[config.mk]
export PLATFORM = sky130hd
export DESIGN_NAME = pulsecap
export DESIGN_NICKNAME = d
export VERILOG_FILES = /design/src/rtl/pulsecap.sv
export SDC_FILE = /design/constraint.sdc
export NUM_CORES = 1
export LEC_CHECK = 0
export BUFFER_PORTS_ARGS = -buffer_cell sky130_fd_sc_hd__buf_4
export CAP_MARGIN = 30
export CELL_PAD_IN_SITES_DETAIL_PLACEMENT = 1
export CELL_PAD_IN_SITES_GLOBAL_PLACEMENT = 1
export CORE_AREA = 2 2 329 331
export DETAILED_ROUTE_END_ITERATION = 8
export DIE_AREA = 0 0 331 333
export GPL_ROUTABILITY_DRIVEN = 0
export HOLD_SLACK_MARGIN = 0.06
export PLACE_DENSITY_LB_ADDON = 0.1
export SETUP_SLACK_MARGIN = 0.2
export SLEW_MARGIN = 20
export SYNTH_ARGS = -nofsm -noshare
export SYNTH_HDL_FRONTEND = slang
export SYNTH_SLANG_ARGS = --single-unit
[constraint.sdc]
create_clock -name aclk -period 2.3 [get_ports aclk]
set_clock_uncertainty 0.2 [all_clocks]
set_input_delay 0.345 -clock aclk [delete_from_list [all_inputs] [get_ports aclk]]
set_output_delay 0.345 -clock aclk [all_outputs]
set_load 0.02 [all_outputs]
[src/rtl/pulsecap.sv]
// ---------------------------------------------------------------------------
// pulsecap -- capture block on the receive side of the 16-sample AXIS stream.
//
// When the selected start goes high, the block arms and skips DELAY_REG valid
// beats. It then captures one beat (16 samples, MODE_REG=0) or two beats
// (32 samples, MODE_REG=1) into CAP_DATA, sets DONE_REG and increments
// CAP_CNT_REG. A held start produces exactly one capture. Dropping start
// while waiting or capturing aborts back to idle. The block never applies
// back-pressure.
//
// Build option: PULSECAP_THR_TRIG_EN adds THR_REG and a threshold wait state.
// Delay counting then begins only after the first valid beat that has a
// sample >= THR_REG (signed).
//
// Ports:
//   aclk, aresetn    clock, synchronous active-low reset
//   s_axis_tvalid    input beat valid
//   s_axis_tready    constant 1
//   s_axis_tdata     16 samples per beat, sample k at [16k+:16]
//   start            hardware start, already synchronous to aclk
//   START_REG        software start (asynchronous, synchronised here)
//   START_SRC_REG    start select: 0 = START_REG, 1 = start (asynchronous)
//   MODE_REG         0: capture 16 samples, 1: capture 32 samples
//   DELAY_REG        valid beats to skip before capturing
//   THR_REG          signed trigger threshold (PULSECAP_THR_TRIG_EN only)
//   CAP_DATA         captured samples, sample j at [16j+:16], j = 0..31
//   DONE_REG         capture complete
//   CAP_CNT_REG      completed capture count (wraps)
// ---------------------------------------------------------------------------
module pulsecap #(
    parameter int N = 16
) (
    input  logic              aclk,
    input  logic              aresetn,
    input  logic              s_axis_tvalid,
    output logic              s_axis_tready,
    input  logic [16*N-1:0]   s_axis_tdata,
    input  logic              start,
    input  logic              START_REG,
    input  logic              START_SRC_REG,
    input  logic              MODE_REG,
    input  logic [31:0]       DELAY_REG,
`ifdef PULSECAP_THR_TRIG_EN
    input  logic [15:0]       THR_REG,
`endif
    output logic [32*N-1:0]   CAP_DATA,
    output logic              DONE_REG,
    output logic [31:0]       CAP_CNT_REG
);

    typedef enum logic [2:0] {
        IDLE_ST  = 3'd0,
        ARM0_ST  = 3'd1,
        ARM1_ST  = 3'd2,
        DELAY_ST = 3'd3,
        CAP0_ST  = 3'd4,
        CAP1_ST  = 3'd5,
        DONE_ST  = 3'd6
`ifdef PULSECAP_THR_TRIG_EN
        , THR_ST = 3'd7
`endif
    } state_t;

    state_t            state_q, state_d;
    logic              start_reg_meta_q, start_reg_sync_q;
    logic              start_src_meta_q, start_src_sync_q;
    logic              start_mux;
    logic              beat_valid_q;
    logic [16*N-1:0]   beat_data_q;
    logic              mode_r1_q, mode_r2_q;
    logic [31:0]       delay_r1_q, delay_r2_q;
    logic [31:0]       cnt_q, cnt_d;
    logic [32*N-1:0]   cap_data_q, cap_data_d;
    logic              done_q, done_d;
    logic [31:0]       cap_cnt_q, cap_cnt_d;
`ifdef PULSECAP_THR_TRIG_EN
    logic [15:0]       thr_r1_q, thr_r2_q;
    logic              thr_hit;
`endif

    assign s_axis_tready = 1'b1;
    assign start_mux     = start_src_sync_q ? start : start_reg_sync_q;

    // NOTE: sequential state uses non-blocking assignments only, so every flop
    // samples pre-edge values no matter how the statements are ordered.
    always_ff @(posedge aclk) begin
        if (!aresetn) begin
            start_reg_meta_q <= 1'b0;
            start_reg_sync_q <= 1'b0;
            start_src_meta_q <= 1'b0;
            start_src_sync_q <= 1'b0;
            beat_valid_q     <= 1'b0;
            beat_data_q      <= '0;
            mode_r1_q        <= 1'b0;
            mode_r2_q        <= 1'b0;
            delay_r1_q       <= '0;
            delay_r2_q       <= '0;
`ifdef PULSECAP_THR_TRIG_EN
            thr_r1_q         <= '0;
            thr_r2_q         <= '0;
`endif
            state_q          <= IDLE_ST;
            cnt_q            <= '0;
            // NOTE: the capture bank is reset like any other flop, because
            // software may read CAP_DATA straight after reset. It must not be
            // treated as uninitialised storage.
            cap_data_q       <= '0;
            done_q           <= 1'b0;
            cap_cnt_q        <= '0;
        end else begin
            start_reg_meta_q <= START_REG;
            start_reg_sync_q <= start_reg_meta_q;
            start_src_meta_q <= START_SRC_REG;
            start_src_sync_q <= start_src_meta_q;
            beat_valid_q     <= s_axis_tvalid;
            beat_data_q      <= s_axis_tdata;
            // Software settings are sampled once per arm. The second stage
            // gives the FSM a copy that cannot change mid-capture.
            if (state_q == ARM0_ST) begin
                mode_r1_q  <= MODE_REG;
                delay_r1_q <= DELAY_REG;
`ifdef PULSECAP_THR_TRIG_EN
                thr_r1_q   <= THR_REG;
`endif
            end
            mode_r2_q  <= mode_r1_q;
            delay_r2_q <= delay_r1_q;
`ifdef PULSECAP_THR_TRIG_EN
            thr_r2_q   <= thr_r1_q;
`endif
            state_q    <= state_d;
            cnt_q      <= cnt_d;
            cap_data_q <= cap_data_d;
            done_q     <= done_d;
            cap_cnt_q  <= cap_cnt_d;
        end
    end

`ifdef PULSECAP_THR_TRIG_EN
    // Trigger when any sample of the registered beat reaches the threshold.
    always_comb begin
        thr_hit = 1'b0;
        for (int k = 0; k < N; k++) begin
            if ($signed(beat_data_q[16*k +: 16]) >= $signed(thr_r2_q)) begin
                thr_hit = 1'b1;
            end
        end
    end
`endif

    // NOTE: every _d signal receives its hold/default value first. A path that
    // leaves one unassigned would otherwise infer a latch.
    always_comb begin
        state_d    = state_q;
        cnt_d      = '0;
        cap_data_d = cap_data_q;
        done_d     = done_q;
        cap_cnt_d  = cap_cnt_q;
        case (state_q)
            IDLE_ST: begin
                if (start_mux) state_d = ARM0_ST;
            end
            ARM0_ST: begin
                cap_data_d = '0;
                done_d     = 1'b0;
                state_d    = ARM1_ST;
            end
            ARM1_ST: begin
`ifdef PULSECAP_THR_TRIG_EN
                state_d = THR_ST;
`else
                state_d = DELAY_ST;
`endif
            end
`ifdef PULSECAP_THR_TRIG_EN
            THR_ST: begin
                // The trigger beat itself does not count toward the delay.
                if (!start_mux)                  state_d = IDLE_ST;
                else if (beat_valid_q && thr_hit) state_d = DELAY_ST;
            end
`endif
            DELAY_ST: begin
                // Abort takes priority. The beat present on the exit cycle
                // is dropped.
                if (!start_mux) begin
                    state_d = IDLE_ST;
                end else if (cnt_q == delay_r2_q) begin
                    state_d = CAP0_ST;
                end else begin
                    cnt_d = cnt_q + {31'd0, beat_valid_q};
                end
            end
            CAP0_ST: begin
                if (!start_mux) begin
                    state_d = IDLE_ST;
                end else if (beat_valid_q) begin
                    cap_data_d[16*N-1:0] = beat_data_q;
                    if (mode_r2_q) begin
                        state_d = CAP1_ST;
                    end else begin
                        state_d   = DONE_ST;
                        done_d    = 1'b1;
                        cap_cnt_d = cap_cnt_q + 32'd1;
                    end
                end
            end
            CAP1_ST: begin
                if (!start_mux) begin
                    state_d = IDLE_ST;
                end else if (beat_valid_q) begin
                    cap_data_d[32*N-1:16*N] = beat_data_q;
                    state_d   = DONE_ST;
                    done_d    = 1'b1;
                    cap_cnt_d = cap_cnt_q + 32'd1;
                end
            end
            DONE_ST: begin
                // Hold until start is released, so a held start captures once.
                if (!start_mux) state_d = IDLE_ST;
            end
            default: state_d = IDLE_ST;
        endcase
    end

    assign CAP_DATA    = cap_data_q;
    assign DONE_REG    = done_q;
    assign CAP_CNT_REG = cap_cnt_q;

endmodule
==> flow_metrics.py <==
metrics = {
    "outcome": {
        "status": "completed",
    },
    "yosys": {
        "ys_types": 44,
        "synth_area_leader_cell": "dfxtp_1",
        "synth_nets": 3201,
        "async_flop_share_pct": 0,
        "synth_area_per_cell_um2": 10.1,
        "synth_area_leaders": "dfxtp_1 62%, a22oi_1 13%, nor2_1 7.2%",
        "yosysTopAreaCellShare_pct": 62.2,
        "synth_area_um2": 29200,
        "yosysSeqAreaShare_pct": 62.2,
        "synthCells": 2903,
        "ys_warn_count": 0,
        "synth_ff_type": "dfxtp_1",
        "synth_seq_cells": 907,
        "synth_edf_count": 0,
    },
    "clock_network": {
        "cts_buffer_depth": 3,
        "cts.sinks": 907,
        "h-tree-depth": 3,
        "insertion_delay_ns": 0.68,
        "cts_tree": "built",
        "clkTransAtPathRegs_ns": 0.06,
        "clockRootBuffer": "clkbuf_16",
        "cts_buffers": 101,
    },
    "final_layout": {
        "drive_gt1_share_pct": 31.2,
        "final_core_util_pct": 43.3,
        "fin_nets": 4403,
        "stdcell_area_um2": 46200,
        "final_cells": 5600,
        "area.growth.synth_to_final_pct": 58.2,
    },
    "timing": {
        "setup_viol": 0,
        "hold_slack_ns": 0.139,
        "finalMaxSlewViolations": 0,
        "rsz0062_at_grt": "yes",
        "fin_crit_sh_pct": 96.4,
        "fin_crit_ns": 2.22,
        "maxSlewHeadroom_pct": 64.4,
        "fin_setup_tns_ns": 0,
        "setup_slack_ns": 0.0820,
        "final_hold_viol_count": 0,
        "fmax_mhz": 451,
        "tightest_slew_ns": 0.534,
    },
    "die": {
        "num_rows": 120,
        "die_y_um": 333,
        "dieArea_um2": 110000,
        "start_util_pct": 27.4,
        "die_w_um": 331,
        "pin_count": 841,
        "core_area_um2": 107000,
    },
    "grt": {
        "grt_max_degree": 117,
        "grt_pass1_wl_um": 176000,
        "grtUsageTotal_pct": 20.9,
        "grt-ovfl-total": 0,
        "grt_pass1_vias": 27100,
        "antenna_found_initial": 7,
    },
    "placed_design": {
        "post_dp_cell_area_um2": 37800,
        "pre_cts_slack_ns": -0.104,
        "placed_cells": 5023,
        "hpwl_um": 82300,
        "port-buffer-count": 839,
    },
    "routing": {
        "drt-vias-per-instance": 4.68,
        "wl_per_cell_um": 22.3,
        "drt-initial-drc-count": 1254,
        "wirelength_um": 125000,
        "dr_total_vias": 26200,
        "postRouteAntennaNets": 0,
        "drc": 0,
        "detail_route.first_pass.iterations": 5,
    },
    "pwr": {
        "power_density_nw_per_um2": 778,
        "finalPower_mw": 35.9,
        "power_leakage_nw": 19.2,
        "peakVddDrop_uv": 523,
    },
    "critical_path": {
        "end_kind": "flop",
        "cp.arrival_ns": 2.62,
        "r2r-start": "state_q[2]$_SDFFE_PN0P_",
        "endpoint": "CAP_CNT_REG[28]$_SDFFE_PN0P_",
        "reg2reg_setup_slack_ns": 0.10,
        "crit_fanout": 7,
        "path_class": "in -> reg",
        "startpoint": "start",
        "worst_r2r_endpoint": "CAP_CNT_REG[28]$_SDFFE_PN0P_",
        "critPathLaunchType": "primary input",
        "r2r_cells": 6,
        "crit_required_ns": 2.70,
    },
    "hold_path": {
        "hp-class": "in -> reg",
    },
    "job": {
        "maxCapViolCount": 0,
    },
}
[placed cells by master (no fill, tap or decap), types with 13 or more instances in the layout]
cell           netlist  final
a21oi_1             58     55
a22oi_1            512    448
a22oi_2              0     64
and2_1             295    295
buf_12               0     37
buf_4                1    925
buf_6                2     13
clkbuf_1           215     23
clkbuf_16            0    127
clkbuf_8             0     27
clkinv_2             0     19
dfxtp_1            907    885
dfxtp_4              0     13
dlygate4sd3_1        0    318
inv_1               14     13
nand2_1             92     89
nand3_1             22     20
nand4_1             22     22
nor2_1             564    561
o21ai_0             19     19
or3_1               13     13
xnor2_1             17     16
xor2_1              55     54
[metal layers]
metal  wire, µm  track usage [%]
met1      49500             24.0
met5         24                0
met3       7980             6.04
met4       3750             6.35
met2      63900             37.2
[worst min path at each step]
stage	end	depth (start not counted)	from	slack, ns
2_1_floorplan	start_reg_sync_q$_SDFF_PN0_	1	start_reg_meta_q$_SDFF_PN0_	0.21
3_3_place_gp	delay_r2_q[5]$_SDFF_PN0_	1	delay_r1_q[5]$_SDFFE_PN0P_	0.24
3_5_place_dp	start_reg_sync_q$_SDFF_PN0_	1	start_reg_meta_q$_SDFF_PN0_	0.24
4_1_cts	state_q[2]$_SDFFE_PN0P_	4	aresetn	0.08
5_1_grt	state_q[2]$_SDFFE_PN0P_	4	aresetn	0.15
6_report	state_q[2]$_SDFFE_PN0P_	4	aresetn	0.14
[synthesized netlist by cell type, types with 13 or more instances]
master / number
nand2_1: 92
xor2_1: 55
nand3_1: 22
clkbuf_1: 215
and2_1: 295
a21oi_1: 58
o21ai_0: 19
nand4_1: 22
dfxtp_1: 907
or3_1: 13
xnor2_1: 17
nor3_1: 13
inv_1: 14
nor2_1: 564
a22oi_1: 512
[report_power, final]
part           internal, mW  leakage (nW)  switching [mW]  total, mW
logic                  1.31          10.1            1.19       2.50
registers              16.0          7.39           0.195       16.2
clock network          10.4          1.77            6.79       17.2
total                  27.8          19.2            8.18       35.9
[layout make-up]
| class | count | area (µm²) |
|---|---|---|
| fillers | 11700 | 60400 |
| flip-flops and latches | 907 | 18200 |
| repair buffers | 1330 | 11900 |
| multi-input cells | 1751 | 10700 |
| clock buffers | 154 | 3070 |
| well taps | 1403 | 1760 |
| clock inverters | 35 | 489 |
| inverters | 14 | 60.1 |
| diodes | 6 | 15.0 |
[logic make-up after synthesis]
family	Yosys count	synth area share (%)
simple gates	1072	17.4
fa+ha+maj	3	0.129
buf+inv	245	3.23
other cells	1	0.0128
compound gates	601	14.8
xor+xnor	72	2.16
mux	2	0.0857
flops	907	62.2
[worst max-delay path, stage by stage]
cell and delay [ns]:
dlygate4sd3_1 0.59, buf_4 0.13, mux2_4 0.17, nand4_4 0.08, or4_4 0.55, buf_6 0.16
or4_1 0.46, a21oi_1 0.13
[sequential cells by signal, summed over array words and instances, names as in the netlist]
signal / cells
delay_r2_q: 32
start_reg_meta_q: 1
start_src_meta_q: 1
cnt_q: 32
CAP_CNT_REG: 32
beat_data_q: 256
beat_valid_q: 1
CAP_DATA: 512
mode_r2_q: 1
delay_r1_q: 32
DONE_REG: 1
start_src_sync_q: 1
state_q: 3
mode_r1_q: 1
start_reg_sync_q: 1
[repair_timing]
item                                   CTS  global route
pin swaps                               10            21
resized for setup                       17           115
buffers inserted                        17            18
endpoints found under the hold margin  297             0
setup endpoints to repair              399           269
gates cloned                             1            28
hold buffers                           318             0
Note: power is estimated with default switching activity, not from simulation.
